`src/rtl/hazard_ctrl.sv`:
```
// hazard_ctrl: pipeline sequencing controller for the 5-stage in-order core.
// Generates stall/flush controls for the F/D, D/E, E/M and M/W registers,
// E-stage forwarding selects, and the start/wait handshake with the
// multi-cycle mul/div unit and the wait-stated data memory.
module hazard_ctrl #(
  parameter int MC_TIMEOUT = 64,
  parameter int SCNT_W     = 16
) (
  input  logic              clk,
  input  logic              rst_n,
  // D-stage sources
  input  logic [4:0]        ad1d,
  input  logic [4:0]        ad2d,
  // E-stage sources
  input  logic [4:0]        ad1e,
  input  logic [4:0]        ad2e,
  // destinations in E/M/W
  input  logic [4:0]        rde,
  input  logic [4:0]        rdm,
  input  logic [4:0]        rdw,
  input  logic [1:0]        resltSrce,
  input  logic              regWrtm,
  input  logic              regWrtw,
  input  logic              pcSrce,
  // multi-cycle unit / data memory handshake
  input  logic              mcOpe,
  input  logic              mcDone,
  input  logic              memReqm,
  input  logic              memRdym,
  // stage controls
  output logic              stallf,
  output logic              stalld,
  output logic              stalle,
  output logic              stallm,
  output logic              flushd,
  output logic              flushe,
  output logic              flushm,
  output logic              flushw,
  // forwarding selects
  output logic [1:0]        fwdAe,
  output logic [1:0]        fwdBe,
  // multi-cycle unit control and status
  output logic              mcGoe,
  output logic              mcErr,
  output logic [SCNT_W-1:0] stallCnt
);

  // ---------------------------------------------------------------------------
  // State encoding
  // ---------------------------------------------------------------------------
  localparam logic [1:0] RUN      = 2'd0;
  localparam logic [1:0] MEM_WAIT = 2'd1;
  localparam logic [1:0] MC_WAIT  = 2'd2;

  // Timer must be able to hold MC_TIMEOUT-1; keep at least one bit.
  localparam int TW = (MC_TIMEOUT > 2) ? $clog2(MC_TIMEOUT) : 1;
  localparam logic [TW-1:0] TIMER_LAST = TW'(MC_TIMEOUT - 1);
  localparam logic [SCNT_W-1:0] CNT_MAX = {SCNT_W{1'b1}};

  // ---------------------------------------------------------------------------
  // Registered state and its next-state values
  // ---------------------------------------------------------------------------
  logic [1:0]        state_reg;
  logic [1:0]        state_next;
  logic [TW-1:0]     timer_reg;
  logic [TW-1:0]     timer_next;
  logic              err_reg;
  logic              err_next;
  logic [SCNT_W-1:0] cnt_reg;

  // ---------------------------------------------------------------------------
  // Hazard detection terms
  // ---------------------------------------------------------------------------
  logic mem_block;   // M-stage memory access not yet acknowledged
  logic load_use;    // load in E feeds a source of the instruction in D
  logic mc_timeout;  // last permitted wait cycle of the multi-cycle op

  // Memory back-pressure only matters while the M stage holds a real access.
  assign mem_block = memReqm && !memRdym;

  // A load writing x0 never creates a dependency.
  assign load_use = (resltSrce == 2'b01) && (rde != 5'd0) &&
                    ((rde == ad1d) || (rde == ad2d));

  assign mc_timeout = (timer_reg == TIMER_LAST);

  // ---------------------------------------------------------------------------
  // Operand forwarding: one identical selector per E-stage source operand.
  // The M stage holds the younger result, so it wins over W.
  // ---------------------------------------------------------------------------
  logic [9:0] src_e;
  logic [3:0] fwd_sel;

  assign src_e = {ad2e, ad1e};

  generate
    for (genvar gi = 0; gi < 2; gi++) begin : g_fwd
      logic hit_m;
      logic hit_w;
      assign hit_m = regWrtm && (rdm != 5'd0) && (rdm == src_e[gi*5 +: 5]);
      assign hit_w = regWrtw && (rdw != 5'd0) && (rdw == src_e[gi*5 +: 5]);
      assign fwd_sel[gi*2 +: 2] = hit_m ? 2'b10 :
                                  hit_w ? 2'b01 : 2'b00;
    end
  endgenerate

  // Forwarding is quiet while reset is held so the E stage sees register-file data.
  assign fwdAe = rst_n ? fwd_sel[1:0] : 2'b00;
  assign fwdBe = rst_n ? fwd_sel[3:2] : 2'b00;

  // ---------------------------------------------------------------------------
  // Next-state and stage-control decode
  // ---------------------------------------------------------------------------
  // Stage controls are a pure function of the current state and inputs.
  always_comb begin
    state_next = state_reg;
    timer_next = timer_reg;
    err_next   = err_reg;
    stallf     = 1'b0;
    stalld     = 1'b0;
    stalle     = 1'b0;
    stallm     = 1'b0;
    flushd     = 1'b0;
    flushe     = 1'b0;
    flushm     = 1'b0;
    flushw     = 1'b0;
    mcGoe      = 1'b0;

    case (state_reg)
      // MEM_WAIT with a ready memory behaves exactly like RUN, so both
      // share one decode; the only difference is where a blocked access
      // came from.
      RUN, MEM_WAIT: begin
        if (mem_block) begin
          // Freeze everything up to M; W gets a bubble. A multi-cycle op
          // waiting in E is not started until memory releases the pipe.
          stallf     = 1'b1;
          stalld     = 1'b1;
          stalle     = 1'b1;
          stallm     = 1'b1;
          flushw     = 1'b1;
          state_next = MEM_WAIT;
        end else if (mcOpe) begin
          // Launch the mul/div and hold E; M receives bubbles meanwhile.
          mcGoe      = 1'b1;
          stallf     = 1'b1;
          stalld     = 1'b1;
          stalle     = 1'b1;
          flushm     = 1'b1;
          timer_next = '0;
          state_next = MC_WAIT;
        end else begin
          state_next = RUN;
          if (load_use) begin
            // One bubble: hold F/D, clear D/E.
            stallf = 1'b1;
            stalld = 1'b1;
            flushe = 1'b1;
          end else if (pcSrce) begin
            // Kill the two wrong-path instructions behind the branch.
            flushd = 1'b1;
            flushe = 1'b1;
          end
        end
      end

      MC_WAIT: begin
        // M only ever holds a bubble here, so memory requests are ignored.
        if (mcDone || mc_timeout) begin
          if (!mcDone) begin
            err_next = 1'b1;
          end
          timer_next = '0;
          state_next = RUN;
          if (pcSrce) begin
            flushd = 1'b1;
            flushe = 1'b1;
          end
        end else begin
          stallf     = 1'b1;
          stalld     = 1'b1;
          stalle     = 1'b1;
          flushm     = 1'b1;
          timer_next = timer_reg + TW'(1);
        end
      end

      default: begin
        state_next = RUN;
        timer_next = '0;
      end
    endcase

    // While reset is held the front of the pipe is cleared and nothing else moves.
    if (!rst_n) begin
      stallf = 1'b0;
      stalld = 1'b0;
      stalle = 1'b0;
      stallm = 1'b0;
      flushd = 1'b1;
      flushe = 1'b1;
      flushm = 1'b0;
      flushw = 1'b0;
      mcGoe  = 1'b0;
    end
  end

  // ---------------------------------------------------------------------------
  // Sequential state
  // ---------------------------------------------------------------------------
  // FSM state, wait timer and sticky timeout flag.
  always_ff @(posedge clk or negedge rst_n) begin
    if (!rst_n) begin
      state_reg <= RUN;
      timer_reg <= '0;
      err_reg   <= 1'b0;
    end else begin
      state_reg <= state_next;
      timer_reg <= timer_next;
      err_reg   <= err_next;
    end
  end

  // Saturating count of front-end stall cycles for performance monitoring.
  always_ff @(posedge clk or negedge rst_n) begin
    if (!rst_n) begin
      cnt_reg <= '0;
    end else if (stallf && (cnt_reg != CNT_MAX)) begin
      cnt_reg <= cnt_reg + SCNT_W'(1);
    end
  end

  assign mcErr    = err_reg;
  assign stallCnt = cnt_reg;

endmodule

```
`config.mk`:
```
export PLATFORM = sky130hd
export DESIGN_NAME = hazard_ctrl
export DESIGN_NICKNAME = d
export VERILOG_FILES = /design/src/rtl/hazard_ctrl.sv
export SDC_FILE = /design/constraint.sdc
export NUM_CORES = 1
export LEC_CHECK = 0
export CAP_MARGIN = 20
export CORE_UTILIZATION = 42
export CTS_CLUSTER_SIZE = 30
export DETAILED_ROUTE_END_ITERATION = 12
export PLACE_DENSITY = 0.81
export SYNTH_ARGS = -nofsm -noshare
export SYNTH_HDL_FRONTEND = slang
export SYNTH_SLANG_ARGS = --single-unit
```
`constraint.sdc`:
```
create_clock -name clk -period 2.35 [get_ports clk]
set_input_delay 0.3525 -clock clk [delete_from_list [all_inputs] [get_ports clk]]
set_output_delay 0.3525 -clock clk [all_outputs]
set_load 0.1 [all_outputs]
```
==> results.cfg <==
[drt]
drtIter0Drc = 75
drc = 0
vias = 1764
drt-total-wl_um = 5210
ant_nets = 0
vias_per_cell = 5.33
dr.pass1.iters = 4
routedWlPerCell_um = 15.7

[timing]
worst_slack_ns = 0.0189
worst_pin_slew_ns = 0.503
setup_viol = 0
post-route-period-util_pct = 99.2
slew_headroom_pct = 66.4
rsz0062_at_grt = yes
finClkSkew_ns = 0.00165
min_period_ns = 2.33
hold_viol = 0
slew_viol_final = 0
hold_slack_ns = 0.199
max_freq_mhz = 429

[critical_path]
critical-path-top-delay-family = simple AND/OR/NAND/NOR gates
ff2ff_setup_slack_ns = 0.19
critical_path_required_ns = 2.00
cp_max_fo = 3
critPathArrivalTime_ns = 1.98
r2r-end = stallCnt[1]$_DFFE_PN0P_
crit_chain = dlygate4sd2_1 > or4_1 > o211ai_1 > or4_4 > nor4_4 > buf_12
r2r-start = state_reg[0]$_DFFE_PN0P_
path_class = primary input to output pin
max_stage_delay_ns = 0.52
start_kind = primary input
r2r_cells = 8
cp_num_buf_inv = 2
end_kind = output pin
slowest_stage = or4_4

[power_and_ir_drop]
p_sw_share_pct = 47.9
internal_power_w = 0.000950
ir_worst_vdd_v = 0.00105
p_switching_w = 0.000875
p_clk_share_pct = 13.8
p_per_area_nw_per_um2 = 614
p_comb_share_pct = 55.4
power_w = 0.00183
p_seq_share_pct = 30.8
p_leak_nw = 1.36

[logic_synthesis]
async_reset_ff_share_pct = 100
ys.flop_type = dfrtp_1
seq_area_frac_synth_pct = 36.8
syn_area_um2 = 1700
ys_ff_latch = 25
postSynthAreaPerCell_um2 = 9.54
syn_nets = 226
synthCells = 178
synth_edf_count = 0
yosysWarnings = 0
synthDistinctLibCells = 34

[cells_and_area]
drive_gt1_share_pct = 31.8
mostFrequentLayoutCells = buf_4, xnor2_1, dfrtp_1
final_nets = 332
ff_latch_area_um2 = 628
largest_reg_flops = 16
instances_no_fill = 331
fin_area_um2 = 2970
multiInputGateArea_um2 = 1130
final_common_cell = buf_4
diodes = 0
num-fill-cells = 227
synthToLayoutAreaGrowth_pct = 75.0

[global_routing]
antenna_found_initial = 0
met3_usage_pct = 3.13
grt_util_met2_pct = 42.8
busiest_layer = met2
grt_max_degree = 18
grt-ovfl-total = 0
grt_pass1_wl_um = 8050
grt.met1_usage_pct = 31.8
grt_pass1_vias = 1723
gr-usage-all-layers_pct = 24.5

[floorplan]
rows = 22
dieWidth_um = 65.6
dieArea_um2 = 4300
die_y_um = 65.6
pin_count = 76
initial_core_util_pct = 45.0
core-area_um2 = 3770

[cts]
clockRootBuffer = clkbuf_8
cts_tree = done
postCtsHoldBufs = 0
insertion_delay_ns = 0.26
cts-htree-levels = 1
cts-buffers-inserted = 3
clk_pin_slew_ns = 0.08
clock_sinks = 25
cts.path.max_buffers = 2

[placement]
dpl-instance-area_um2 = 2790
dp_slack_ns = -0.294
gp_congestion = 0.861
dp.cells = 321
io_buffers = 75
dpl.hpwl_um = 3900

[run_status]
status = completed

[run]
maxCapViolCount = 0

[hold_path]
holdCritPathClass = primary input to async pin
-- final cells by class --
| cell class | count | area share, % |
|---|---|---|
| multi-input cells | 143 | 37.9 |
| repair buffers | 105 | 36.5 |
| flip-flops and latches | 25 | 21.1 |
| well taps | 48 | 2.02 |
| clock buffers | 4 | 1.52 |
| inverters | 6 | 0.884 |
-- worst max path at each step --
stage / from / to / slack (ns) / depth (start not counted)
after floorplan: rdm[1] / fwdAe[0] / -0.28 / 4
after global placement: rde[2] / stallf / -0.21 / 7
after detailed placement: rdm[1] / fwdAe[0] / -0.29 / 6
after CTS: mcDone / stallCnt[1]$_DFFE_PN0P_ / 0.003 / 8
after global routing: ad1e[0] / fwdAe[1] / -0.05 / 6
final: rdw[1] / fwdBe[0] / 0.02 / 6
-- per-layer routing --
layer	wire length, µm	vias to the layer above	share of wire, %
met5	0	-	0
met4	106	0	2.0
met3	210	12	4.0
met2	2640	60	51
met1	2250	862	43
li1	-	830	-
-- power by group through the flow --
stage | Clock (W) | Combinational (W) | Sequential (W)
2_1_floorplan | 0 | 0.000316 | 0.000906
3_3_place_gp | 0 | 0.000966 | 0.000567
3_5_place_dp | 0 | 0.000980 | 0.000566
4_1_cts | 0.000260 | 0.000990 | 0.000559
5_1_grt | 0.000277 | 0.00106 | 0.000569
6_report | 0.000252 | 0.00101 | 0.000563
-- worst min-delay path: cells and delay by family --
family / cells / cell delay [ns]
buf+inv: 3 / 0.48
-- kinds of logic (layout without fill, tap and decap cells) --
kind of cell | count (synthesis) | in the layout | share of synthesized area, %
flops | 25 | 25 | 36.8
mux | 1 | 1 | 0.663
xor+xnor | 46 | 46 | 23.7
compound gates | 24 | 24 | 12.0
buf+inv | 10 | 115 | 3.32
simple gates | 70 | 70 | 22.0
fa+ha+maj | 2 | 2 | 1.47
-- per-stage QoR --
step	TNS [ns]	utilization, %
final	0	78.8
after global routing	-0.109	78.8
after CTS	0	76.5
after detailed placement	-3.62	74.1
after global placement	-2.74	74.1
after floorplan	-0.676	-
-- Yosys cell counts, types with 2 or more instances --
cell,n,area share [%]
xnor2_1,30,15
dfrtp_1,25,37
nand2_1,18,4.0
xor2_1,16,8.3
nand3_1,13,3.8
nor2_1,9,2.0
o21ai_0,8,2.4
inv_1,6,1.3
and3_1,5,1.8
or4_1,5,2.2
nand4_1,4,1.5
nor4_1,4,1.5
a21oi_1,3,0.88
a31oi_4,3,3.8
and2_1,3,1.1
buf_4,3,1.3
nand2b_1,3,1.1
a21o_1,2,0.88
ha_1,2,1.5
nor3b_1,2,0.88
-- repair_timing --
| action | in CTS | in global routing |
|---|---|---|
| setup buffers | 2 | 4 |
| setup endpoints to repair | 8 | 19 |
| pin swaps | 9 | 6 |
| cloned | 0 | 0 |
| resized for setup | 26 | 16 |
Note: power is estimated with default switching activity, not from simulation.
